===== config.mk =====
export PLATFORM = sky130hd
export DESIGN_NAME = led_frame_buffer_flat
export DESIGN_NICKNAME = d
export VERILOG_FILES = /design/src/rtl/led_pkg.sv /design/src/rtl/led_frame_buffer_if.sv /design/src/rtl/led_bank.sv /design/src/rtl/led_frame_buffer.sv /design/src/flat_wrapper.sv
export SDC_FILE = /design/constraint.sdc
export NUM_CORES = 1
export LEC_CHECK = 0
export ABC_AREA = 0
export ABC_CLOCK_PERIOD_IN_PS = 2100
export BUFFER_PORTS_ARGS = -buffer_cell sky130_fd_sc_hd__buf_2
export CAP_MARGIN = 20
export CORE_MARGIN = 2
export CORE_UTILIZATION = 25
export CTS_BUF_LIST = sky130_fd_sc_hd__clkbuf_8
export CTS_CLUSTER_DIAMETER = 30
export DETAILED_ROUTE_END_ITERATION = 12
export PLACE_DENSITY_LB_ADDON = 0.15
export REMOVE_ABC_BUFFERS = 1
export SLEW_MARGIN = 20
export SYNTH_ARGS = -nofsm -noshare
export SYNTH_HDL_FRONTEND = slang
export SYNTH_SLANG_ARGS = --single-unit

===== constraint.sdc =====
create_clock -name clk -period 2.1 [get_ports clk]
set_clock_uncertainty 0.15 [all_clocks]
set_input_delay 0.42 -clock clk [delete_from_list [all_inputs] [get_ports clk]]
set_output_delay 0.42 -clock clk [all_outputs]
set_load 0.05 [all_outputs]

===== src/rtl/led_pkg.sv =====
// Shared definitions for the LED frame buffer: pixel fields,
// reset pixel value and the clear-engine state encoding.
package led_pkg;

  localparam int PIX_STORED = 3;
  localparam int PIX_G      = 2;
  localparam int PIX_R      = 1;

  localparam logic [3:0] LED_RST_PIX = 4'b0000;

  typedef enum logic {
    IDLE  = 1'b0,
    CLEAR = 1'b1
  } fb_state_e;

  function automatic logic pix_lit(logic [3:0] p);
    return p[PIX_STORED] & (p[PIX_G] | p[PIX_R]);
  endfunction

endpackage


===== src/rtl/led_frame_buffer_if.sv =====
// Host/scan-driver bundle of the LED frame buffer.
// master = writer + scan driver side, slave = frame buffer.
interface led_frame_buffer_if #(
  parameter int RA_W  = 3,
  parameter int CA_W  = 3,
  parameter int PIX_W = 4
);

  logic             wr_en;
  logic [RA_W-1:0]  wr_row;
  logic [CA_W-1:0]  wr_col;
  logic [PIX_W-1:0] wr_data;
  logic             wr_ready;

  logic             clr_req;
  logic             clr_busy;

  logic             swap_req;
  logic             swap_pend;
  logic             frame_start;
  logic             swap_done;

  logic             rd_en;
  logic [RA_W-1:0]  rd_row;
  logic [CA_W-1:0]  rd_col;
  logic [PIX_W-1:0] rd_data;
  logic             rd_valid;
  logic             front_sel;

  modport master (
    output wr_en, wr_row, wr_col, wr_data,
    output clr_req, swap_req, frame_start,
    output rd_en, rd_row, rd_col,
    input  wr_ready, clr_busy, swap_pend,
    input  swap_done, rd_data, rd_valid,
    input  front_sel
  );

  modport slave (
    input  wr_en, wr_row, wr_col, wr_data,
    input  clr_req, swap_req, frame_start,
    input  rd_en, rd_row, rd_col,
    output wr_ready, clr_busy, swap_pend,
    output swap_done, rd_data, rd_valid,
    output front_sel
  );

endinterface


===== src/rtl/led_bank.sv =====
// One pixel bank: flop storage, linear sync write port
// and linear combinational read port.
module led_bank
  import led_pkg::*;
#(
  parameter int               DEPTH   = 64,
  parameter int               AW      = 6,
  parameter int               PIX_W   = 4,
  parameter logic [PIX_W-1:0] RST_PIX = PIX_W'(LED_RST_PIX)
) (
  input  logic             clk,
  input  logic             rst_n,
  input  logic             we,
  input  logic [AW-1:0]    waddr,
  input  logic [PIX_W-1:0] wdata,
  input  logic [AW-1:0]    raddr,
  output logic [PIX_W-1:0] rdata
);

  logic [PIX_W-1:0] mem [DEPTH];

  always_ff @(posedge clk or negedge rst_n) begin
    if (!rst_n) begin
      for (int i = 0; i < DEPTH; i++) begin
        mem[i] <= RST_PIX;
      end
    end else if (we && (32'(waddr) < DEPTH)) begin
      mem[waddr] <= wdata;
    end
  end

  assign rdata = (32'(raddr) < DEPTH) ? mem[raddr] : '0;

endmodule


===== src/rtl/led_frame_buffer.sv =====
// Double-buffered LED frame store with frame-aligned bank swap
// and a one-pixel-per-cycle clear engine on the back bank.
module led_frame_buffer
  import led_pkg::*;
#(
  parameter int               ROWS    = 8,
  parameter int               COLS    = 8,
  parameter int               PIX_W   = 4,
  parameter logic [PIX_W-1:0] RST_PIX = PIX_W'(LED_RST_PIX)
) (
  input logic               clk,
  input logic               rst_n,
  led_frame_buffer_if.slave bus
);

  localparam int RA_W = (ROWS > 1) ? $clog2(ROWS) : 1;
  localparam int CA_W = (COLS > 1) ? $clog2(COLS) : 1;
  localparam int N    = ROWS * COLS;
  localparam int AW   = (N > 1) ? $clog2(N) : 1;

  fb_state_e        state_q, state_d;
  logic [AW-1:0]    cnt_q, cnt_d;
  logic             front_q, front_d;
  logic             pend_q, pend_d;
  logic             swap_fire;
  logic             clr_we, host_we;

  logic [RA_W-1:0]  wr_row, rd_row;
  logic [CA_W-1:0]  wr_col, rd_col;
  logic             wr_ok, rd_ok;
  logic [AW-1:0]    wr_idx, rd_idx;
  logic [AW-1:0]    bank_waddr;
  logic [PIX_W-1:0] bank_wdata;
  logic [1:0]       bank_we;
  logic [PIX_W-1:0] rd0, rd1;
  logic [PIX_W-1:0] rd_q;
  logic             rv_q;

  assign wr_row = bus.wr_row;
  assign wr_col = bus.wr_col;
  assign rd_row = bus.rd_row;
  assign rd_col = bus.rd_col;

  assign wr_ok  = (32'(wr_row) < ROWS) && (32'(wr_col) < COLS);
  assign rd_ok  = (32'(rd_row) < ROWS) && (32'(rd_col) < COLS);
  assign wr_idx = AW'(32'(wr_row) * COLS + 32'(wr_col));
  assign rd_idx = AW'(32'(rd_row) * COLS + 32'(rd_col));

  always_ff @(posedge clk or negedge rst_n) begin
    if (!rst_n) begin
      state_q <= IDLE;
      cnt_q   <= '0;
      front_q <= 1'b0;
      pend_q  <= 1'b0;
    end else begin
      state_q <= state_d;
      cnt_q   <= cnt_d;
      front_q <= front_d;
      pend_q  <= pend_d;
    end
  end

  always_comb begin
    state_d   = state_q;
    cnt_d     = cnt_q;
    front_d   = front_q;
    pend_d    = pend_q | bus.swap_req;
    swap_fire = 1'b0;
    clr_we    = 1'b0;
    host_we   = 1'b0;
    unique case (state_q)
      IDLE: begin
        swap_fire = (pend_q | bus.swap_req) & bus.frame_start;
        host_we   = bus.wr_en & wr_ok;
        if (swap_fire) begin
          front_d = ~front_q;
          pend_d  = 1'b0;
        end
        // A same-cycle clear lands on the bank that is back after the swap.
        if (bus.clr_req) begin
          state_d = CLEAR;
          cnt_d   = '0;
        end
      end
      CLEAR: begin
        clr_we = 1'b1;
        if (cnt_q == AW'(N - 1)) begin
          state_d = IDLE;
          cnt_d   = '0;
        end else begin
          cnt_d = cnt_q + AW'(1);
        end
      end
    endcase
  end

  assign bank_waddr = clr_we ? cnt_q : wr_idx;
  assign bank_wdata = clr_we ? RST_PIX : bus.wr_data;
  assign bank_we[0] = (clr_we | host_we) & front_q;
  assign bank_we[1] = (clr_we | host_we) & ~front_q;

  led_bank #(
    .DEPTH   (N),
    .AW      (AW),
    .PIX_W   (PIX_W),
    .RST_PIX (RST_PIX)
  ) u_bank0 (
    .clk   (clk),
    .rst_n (rst_n),
    .we    (bank_we[0]),
    .waddr (bank_waddr),
    .wdata (bank_wdata),
    .raddr (rd_idx),
    .rdata (rd0)
  );

  led_bank #(
    .DEPTH   (N),
    .AW      (AW),
    .PIX_W   (PIX_W),
    .RST_PIX (RST_PIX)
  ) u_bank1 (
    .clk   (clk),
    .rst_n (rst_n),
    .we    (bank_we[1]),
    .waddr (bank_waddr),
    .wdata (bank_wdata),
    .raddr (rd_idx),
    .rdata (rd1)
  );

  always_ff @(posedge clk or negedge rst_n) begin
    if (!rst_n) begin
      rd_q <= '0;
      rv_q <= 1'b0;
    end else begin
      rv_q <= bus.rd_en;
      if (bus.rd_en) begin
        rd_q <= rd_ok ? (front_q ? rd1 : rd0) : '0;
      end
    end
  end

  assign bus.wr_ready  = (state_q == IDLE);
  assign bus.clr_busy  = (state_q == CLEAR);
  assign bus.swap_pend = pend_q;
  assign bus.swap_done = swap_fire;
  assign bus.front_sel = front_q;
  assign bus.rd_data   = rd_q;
  assign bus.rd_valid  = rv_q;

endmodule


===== src/flat_wrapper.sv =====
// flat-port wrapper written by rule: the top's interface ports become plain ports
module led_frame_buffer_flat import led_pkg::*;
#(
  parameter int               ROWS    = 8,
  parameter int               COLS    = 8,
  parameter int               PIX_W   = 4,
  parameter logic [PIX_W-1:0] RST_PIX = PIX_W'(LED_RST_PIX)
)
  (clk, rst_n, bus_wr_en, bus_wr_row, bus_wr_col, bus_wr_data, bus_clr_req, bus_swap_req, bus_frame_start, bus_rd_en, bus_rd_row, bus_rd_col, bus_wr_ready, bus_clr_busy, bus_swap_pend, bus_swap_done, bus_rd_data, bus_rd_valid, bus_front_sel);
  led_frame_buffer_if #(.RA_W(3), .CA_W(3), .PIX_W(PIX_W)) bus_i ();
  input logic clk;
  input logic rst_n;
  input wire logic [$bits(bus_i.wr_en)-1:0] bus_wr_en;
  input wire logic [$bits(bus_i.wr_row)-1:0] bus_wr_row;
  input wire logic [$bits(bus_i.wr_col)-1:0] bus_wr_col;
  input wire logic [$bits(bus_i.wr_data)-1:0] bus_wr_data;
  input wire logic [$bits(bus_i.clr_req)-1:0] bus_clr_req;
  input wire logic [$bits(bus_i.swap_req)-1:0] bus_swap_req;
  input wire logic [$bits(bus_i.frame_start)-1:0] bus_frame_start;
  input wire logic [$bits(bus_i.rd_en)-1:0] bus_rd_en;
  input wire logic [$bits(bus_i.rd_row)-1:0] bus_rd_row;
  input wire logic [$bits(bus_i.rd_col)-1:0] bus_rd_col;
  output wire logic [$bits(bus_i.wr_ready)-1:0] bus_wr_ready;
  output wire logic [$bits(bus_i.clr_busy)-1:0] bus_clr_busy;
  output wire logic [$bits(bus_i.swap_pend)-1:0] bus_swap_pend;
  output wire logic [$bits(bus_i.swap_done)-1:0] bus_swap_done;
  output wire logic [$bits(bus_i.rd_data)-1:0] bus_rd_data;
  output wire logic [$bits(bus_i.rd_valid)-1:0] bus_rd_valid;
  output wire logic [$bits(bus_i.front_sel)-1:0] bus_front_sel;
  assign bus_i.wr_en = bus_wr_en;
  assign bus_i.wr_row = bus_wr_row;
  assign bus_i.wr_col = bus_wr_col;
  assign bus_i.wr_data = bus_wr_data;
  assign bus_i.clr_req = bus_clr_req;
  assign bus_i.swap_req = bus_swap_req;
  assign bus_i.frame_start = bus_frame_start;
  assign bus_i.rd_en = bus_rd_en;
  assign bus_i.rd_row = bus_rd_row;
  assign bus_i.rd_col = bus_rd_col;
  assign bus_wr_ready = bus_i.wr_ready;
  assign bus_clr_busy = bus_i.clr_busy;
  assign bus_swap_pend = bus_i.swap_pend;
  assign bus_swap_done = bus_i.swap_done;
  assign bus_rd_data = bus_i.rd_data;
  assign bus_rd_valid = bus_i.rd_valid;
  assign bus_front_sel = bus_i.front_sel;
  led_frame_buffer #(.ROWS(ROWS), .COLS(COLS), .PIX_W(PIX_W), .RST_PIX(RST_PIX)) u_core (.clk(clk), .rst_n(rst_n), .bus(bus_i));
endmodule

# Word-level counts from Yosys, hierarchy flattened
# Index checks and enable logic that the tools add are counted.
# word_totals
regBits,526
input_bits,23
# op_classes
addsub,3
n_lt_le_gt_ge,3
n_eq_ne,2
n_mux,24
bitwise_logic,9
n_reduce_logical,2
# ops
operator,count
256-bit bitwise mux,2
4-bit binary-select mux with 6-bit select,2
4-bit 2-to-1 mux,7
4-bit demux with 6-bit select,1
6-bit 2-to-1 mux,3
7-bit greater-or-equal comparator (second input constant),2
6-bit NOT with 7-bit output,2
6-bit by 3-bit adder with 6-bit output,2
6-bit one-hot mux with 2 select lines,1
7-bit by 1-bit < comparator with 1-bit output (second input constant),1
1-bit 2-to-1 mux,7
6-bit by 1-bit adder with 6-bit output (second input constant),1
6-bit equality test (second input constant),1
1-bit AND,3
2-bit != test (second input constant),1
1-bit NOT,2
1-bit bitwise OR,2
1-bit one-hot mux with 2 select lines,1
2-bit AND reduction,1
1-bit logical AND,1

# Longest topological paths before layout
# logic_depth
depth_word,8
depth_mapped,11
depth_no_buf,6

# Modules after synthesis
# A second synthesis with hierarchy kept.
# unflattened
cells_unflattened,1670
area_unflattened_um2,24736.2
# by_module_without_submodules
mod,n_inst,cells_per_inst,area_per_inst_um2,seq_area_each_um2
led_bank,2,797,11990.2,6406.1
led_frame_buffer,1,76,755.7,350.3

# Worst setup path after synthesis
# Ideal clock, no wire load.
# synth_timing
path_kind,reg2out
startpoint,"register u_core.state_q, in the netlist u_core.bus.clr_busy"
endpoint,output bus_swap_done
arrival_time_ps,2321
setup_slack_ps,-791
path_stages_with_launch,5
path_buffers,3
cell_sequence,dfrtp_1 buf_4 buf_6 buf_6 nor3b_1
# synth_between
elab_chain_len,1
# synth_lines
item,line_no,source
"start, declared",led_frame_buffer.sv:21,"fb_state_e state_q, state_d;"
"start signal, assigned",led_frame_buffer.sv:56,state_q <= state_d;
1-bit 2-to-1 mux,led_frame_buffer.sv:71,unique case (state_q)
"end, declared",flat_wrapper.sv:26,output wire logic [$bits(bus_i.swap_done)-1:0] bus_swap_done;
# Every way passes these cells.

# Worst setup path in the final report
# layout_timing
startpoint,"register u_core.state_q, in the netlist u_core.bus.clr_busy"
endpoint,register u_core.u_bank1.mem[160] (netlist bit)
# layout_between
elab_chain_len,8
word_cells_on_any_way,13
cone_classes,2 x order compare; 7 x mux; 3 x bitwise; 1 x reduce/logical
# layout_lines
item,line_no,source
1-bit 2-to-1 mux,led_frame_buffer.sv:71,
6-bit 2-to-1 mux,led_frame_buffer.sv:97,assign bank_waddr = clr_we ? cnt_q : wr_idx;
6-bit NOT with 7-bit output (not written as such),led_bank.sv:28,mem[waddr] <= wdata;
7-bit greater-or-equal comparator (not written as such) / 7-bit by 1-bit < comparator with 1-bit output (equally long branches),led_bank.sv:28,
1-bit logical AND (not written as such),led_bank.sv:28,
4-bit 2-to-1 mux (not written as such),led_bank.sv:28,
4-bit demux with 6-bit select,led_bank.sv:28,
256-bit bitwise mux,led_bank.sv:28,
"end signal, assigned by index",led_bank.sv:28,
"end, declared",led_bank.sv:20,logic [PIX_W-1:0] mem [DEPTH];
# Several ways; a longest one is shown, not always the timed one.
# A chain may end at the register's enable or synchronous reset.

==> flow_summary.toml <==
[floorplanning]
fp.dieH_um = 320
die_w_um = 320
start_util_pct = 25.1
ioPinCount = 33
num_rows = 116
die-area_sq_um = 103000
coreArea_sq_um = 99700

[place]
portBuffers = 32
hpwl_mm = 53.6
dpl.cell_count = 3287
place_congestion = 0.779

[final_layout]
area_growth_syn_to_layout_pct = 40.3
fin_nets = 2218
fillers = 9552
drive_above_1_share_pct = 59.4
ff_latch_area_sq_um = 13200
multi_input_area_sq_um = 12900
layoutNonFillerInstCount = 3608
fin_util_pct = 35.2

[timing]
final-setup-viol-count = 519
rsz0062_at_grt = "yes"
worst_slew_pin_slew_ns = 0.837
fin_crit_sh_pct = 112
report.final.slew_viol_count = 0
timing.final.ws_setup_ns = -0.256
relSlewSlack_pct = 44.0
fmax_mhz = 424
final.min_clock_period_ns = 2.36
hold_viol = 0

[detailed_routing]
wl_per_cell_um = 22.4
first_pass_iters = 5
drt_wl_total_mm = 80.7
viasPerCell = 4.67
drtIter0Drc = 760
ant_nets = 0
vias = 16800
drc = 0

[cts]
htreeDepth = 4
clock-sinks = 526
cts_tree = "built"
clkTransAtPathRegs_ns = 0.05
clock-root-buffer = "clkbuf_8"
clock_latency_ns = 0.79
cts_buffer_depth = 3
cts_buffers = 139

[outcome]
violations = "setup timing"
status = "finished with violations"

[critical_path]
timing.rr.start = "u_core.bus.clr_busy"
cp.arrival_ns = 2.87
path_class = "flop to flop"
crit_start = "u_core.bus.clr_busy"
end_kind = "flop"
worst_ep_required_time_ns = 2.62
critPathLaunchType = "flop"
cp_max_fo = 8

[logic_synthesis]
syn-instance-count = 1796
postSynthAreaPerCell_sq_um = 13.9
synthMuxAreaShare_pct = 34.7
synth-simple-area-share_pct = 5.29
synthesis.area_sq_um = 25000
synth_seq_area_share_pct = 52.6
async_reset_ff_share_pct = 100
synthFlopType = "dfrtp_1"
synth_compound_area_share_pct = 4.40
synth_xor_area_share_pct = 0.105
synth_edf_count = 0
yosysWarnings = 0
ys_ff_latch = 526
synthAdderAreaFrac_pct = 0.0500
synth_cell_type_count = 58
synth_top_family_by_area = "multiplexers"

[power]
power.density_nw_per_um2 = 1040
p_leak_nw = 16.7
ir_drop_uv = 548

[run]
maxCapViolCount = 0

[worst_hold_path]
min_from = "bus_swap_req"
hold_class = "input port to flop"

[grt]
grt_pass1_wl_mm = 121
antenna_found_initial = 2
grt_pass1_vias = 18800
overflow = 0
grt_max_degree = 67
track_usage_pct = 15.8
cell type report:
cell class,instances,share of cell area (%)
antenna,2,0.0143
timing repair buffer,378,11.5
clock inverter,81,2.65
clock buffer,174,6.82
inverter,4,0.0428
tap,1298,4.63
multi-input combinational,1145,36.9
sequential,526,37.5
state kept, by name (all words and copies together), names as in the netlist:
signal / flops
u_core.bus.swap_pend: 1
u_core.bus.front_sel: 1
u_core.bus.rd_valid: 1
u_core.cnt_q: 6
u_core.u_bank1.mem: 256
u_core.bus.rd_data: 4
u_core.u_bank0.mem: 256
u_core.bus.clr_busy: 1
final timing paths:
path                                            to  slack, ns  cells after the start
setup / recovery           u_core.u_bank1.mem[160]      -0.26                      9
hold / removal                u_core.bus.front_sel       0.16                      6
setup reg to reg           u_core.u_bank1.mem[160]      -0.26                      9
hold reg to reg            u_core.u_bank1.mem[116]       0.34                      1
max in group asynchronous  u_core.u_bank1.mem[155]       1.11                      3
min in group asynchronous  u_core.u_bank1.mem[238]       0.24                      3
cells in the mapped netlist (all sizes together), types with 4 or more instances:
cell type	number	area share, %
a2111oi	4	0.22
a211oi	12	0.36
a21oi	22	0.44
a22o	7	0.25
a22oi	51	1.6
a31oi	6	0.15
and2	4	0.10
buf	51	1.7
clkbuf	72	1.1
dfrtp	526	53
inv	4	0.060
mux2	513	23
mux2i	121	4.9
mux4	72	6.7
nand2	113	1.7
nand2b	16	0.40
nand3	9	0.18
nand4	8	0.20
nor2	85	1.5
nor2b	27	0.68
nor3	11	0.22
o21ai	12	0.24
o221ai	7	0.25
o22ai	7	0.18
o32ai	6	0.27
placed cells by master (no fill, tap or decap), types with 8 or more instances in the layout:
cell and count:
clkinv_2 18, a21oi_1 22, clkinvlp_4 14, nand4_1 8, inv_1 25, nand2_8 29
mux4_1 13, nor2_4 56, o21ai_0 9, mux2_4 85, nor2b_1 19, nor2_2 9
mux2i_1 120, a22oi_1 49, nand2b_1 11, mux2_2 428, bufinv_16 19, nor2_1 20
nor3_1 11, a211oi_1 11, buf_12 80, dfrtp_1 525, clkbuf_8 174, nand3_1 9
buf_4 222, mux4_2 59, nand2_2 14, nand2_1 30, nand2_4 40, buf_6 38
buf_2 25
worst max-delay path, stage by stage, from the launching register on:
cell and delay (ns):
dfrtp_2 0.44, buf_4 0.15, buf_6 0.13, mux2_4 0.38
buf_6 0.16, nor2_4 0.15, buf_12 0.21, buf_12 0.13
nand2_8 0.05, mux2_2 0.27
metrics by stage:
stage,hold WS (ns),worst slack [ns],area (sq um),power [mW],TNS [ns]
global placement,0.217,-1.06,28800,17.9,-185.77
detailed placement,0.226,-1.06,28800,18.0,-160.63
finish,0.160,-0.256,35100,36.3,-64.46
global route,0.121,-0.333,35100,37.9,-105.24
floorplan,-0.0256,-2.80,24300,14.3,-1430.85
CTS,0.0700,-0.312,33600,35.1,-57.21
where the power goes:
part | switching [mW] | internal, mW | total, mW
Sequential | 0.495 | 11.0 | 11.5
Clock | 5.47 | 9.86 | 15.3
Combinational | 5.11 | 4.41 | 9.52
routing by layer:
| metal | part of all wire, % | track usage (%) |
|---|---|---|
| met1 | 46 | 21.1 |
| met2 | 48 | 26.0 |
| met3 | 3.8 | 3.28 |
| met4 | 2.0 | 4.68 |
| met5 | 0 | 0 |
logic make-up after synthesis:
| group | after synthesis |
|---|---|
| AO/OA/AOI/OAI | 148 |
| XOR/XNOR | 3 |
| adder cells (fa/ha/maj) | 1 |
| flip-flops | 526 |
| AND/OR/NAND/NOR | 285 |
| multiplexers | 706 |
| buffers and inverters | 127 |
what timing repair did:
item                                   CTS  global route
pin swaps                               26            33
setup buffers                           32            24
gates resized for setup                250           240
setup endpoints to repair              524           524
endpoints found under the hold margin  540             0
gates cloned                             4             1
hold buffers                             6             0
No activity file was read; power rests on OpenSTA's default activity.
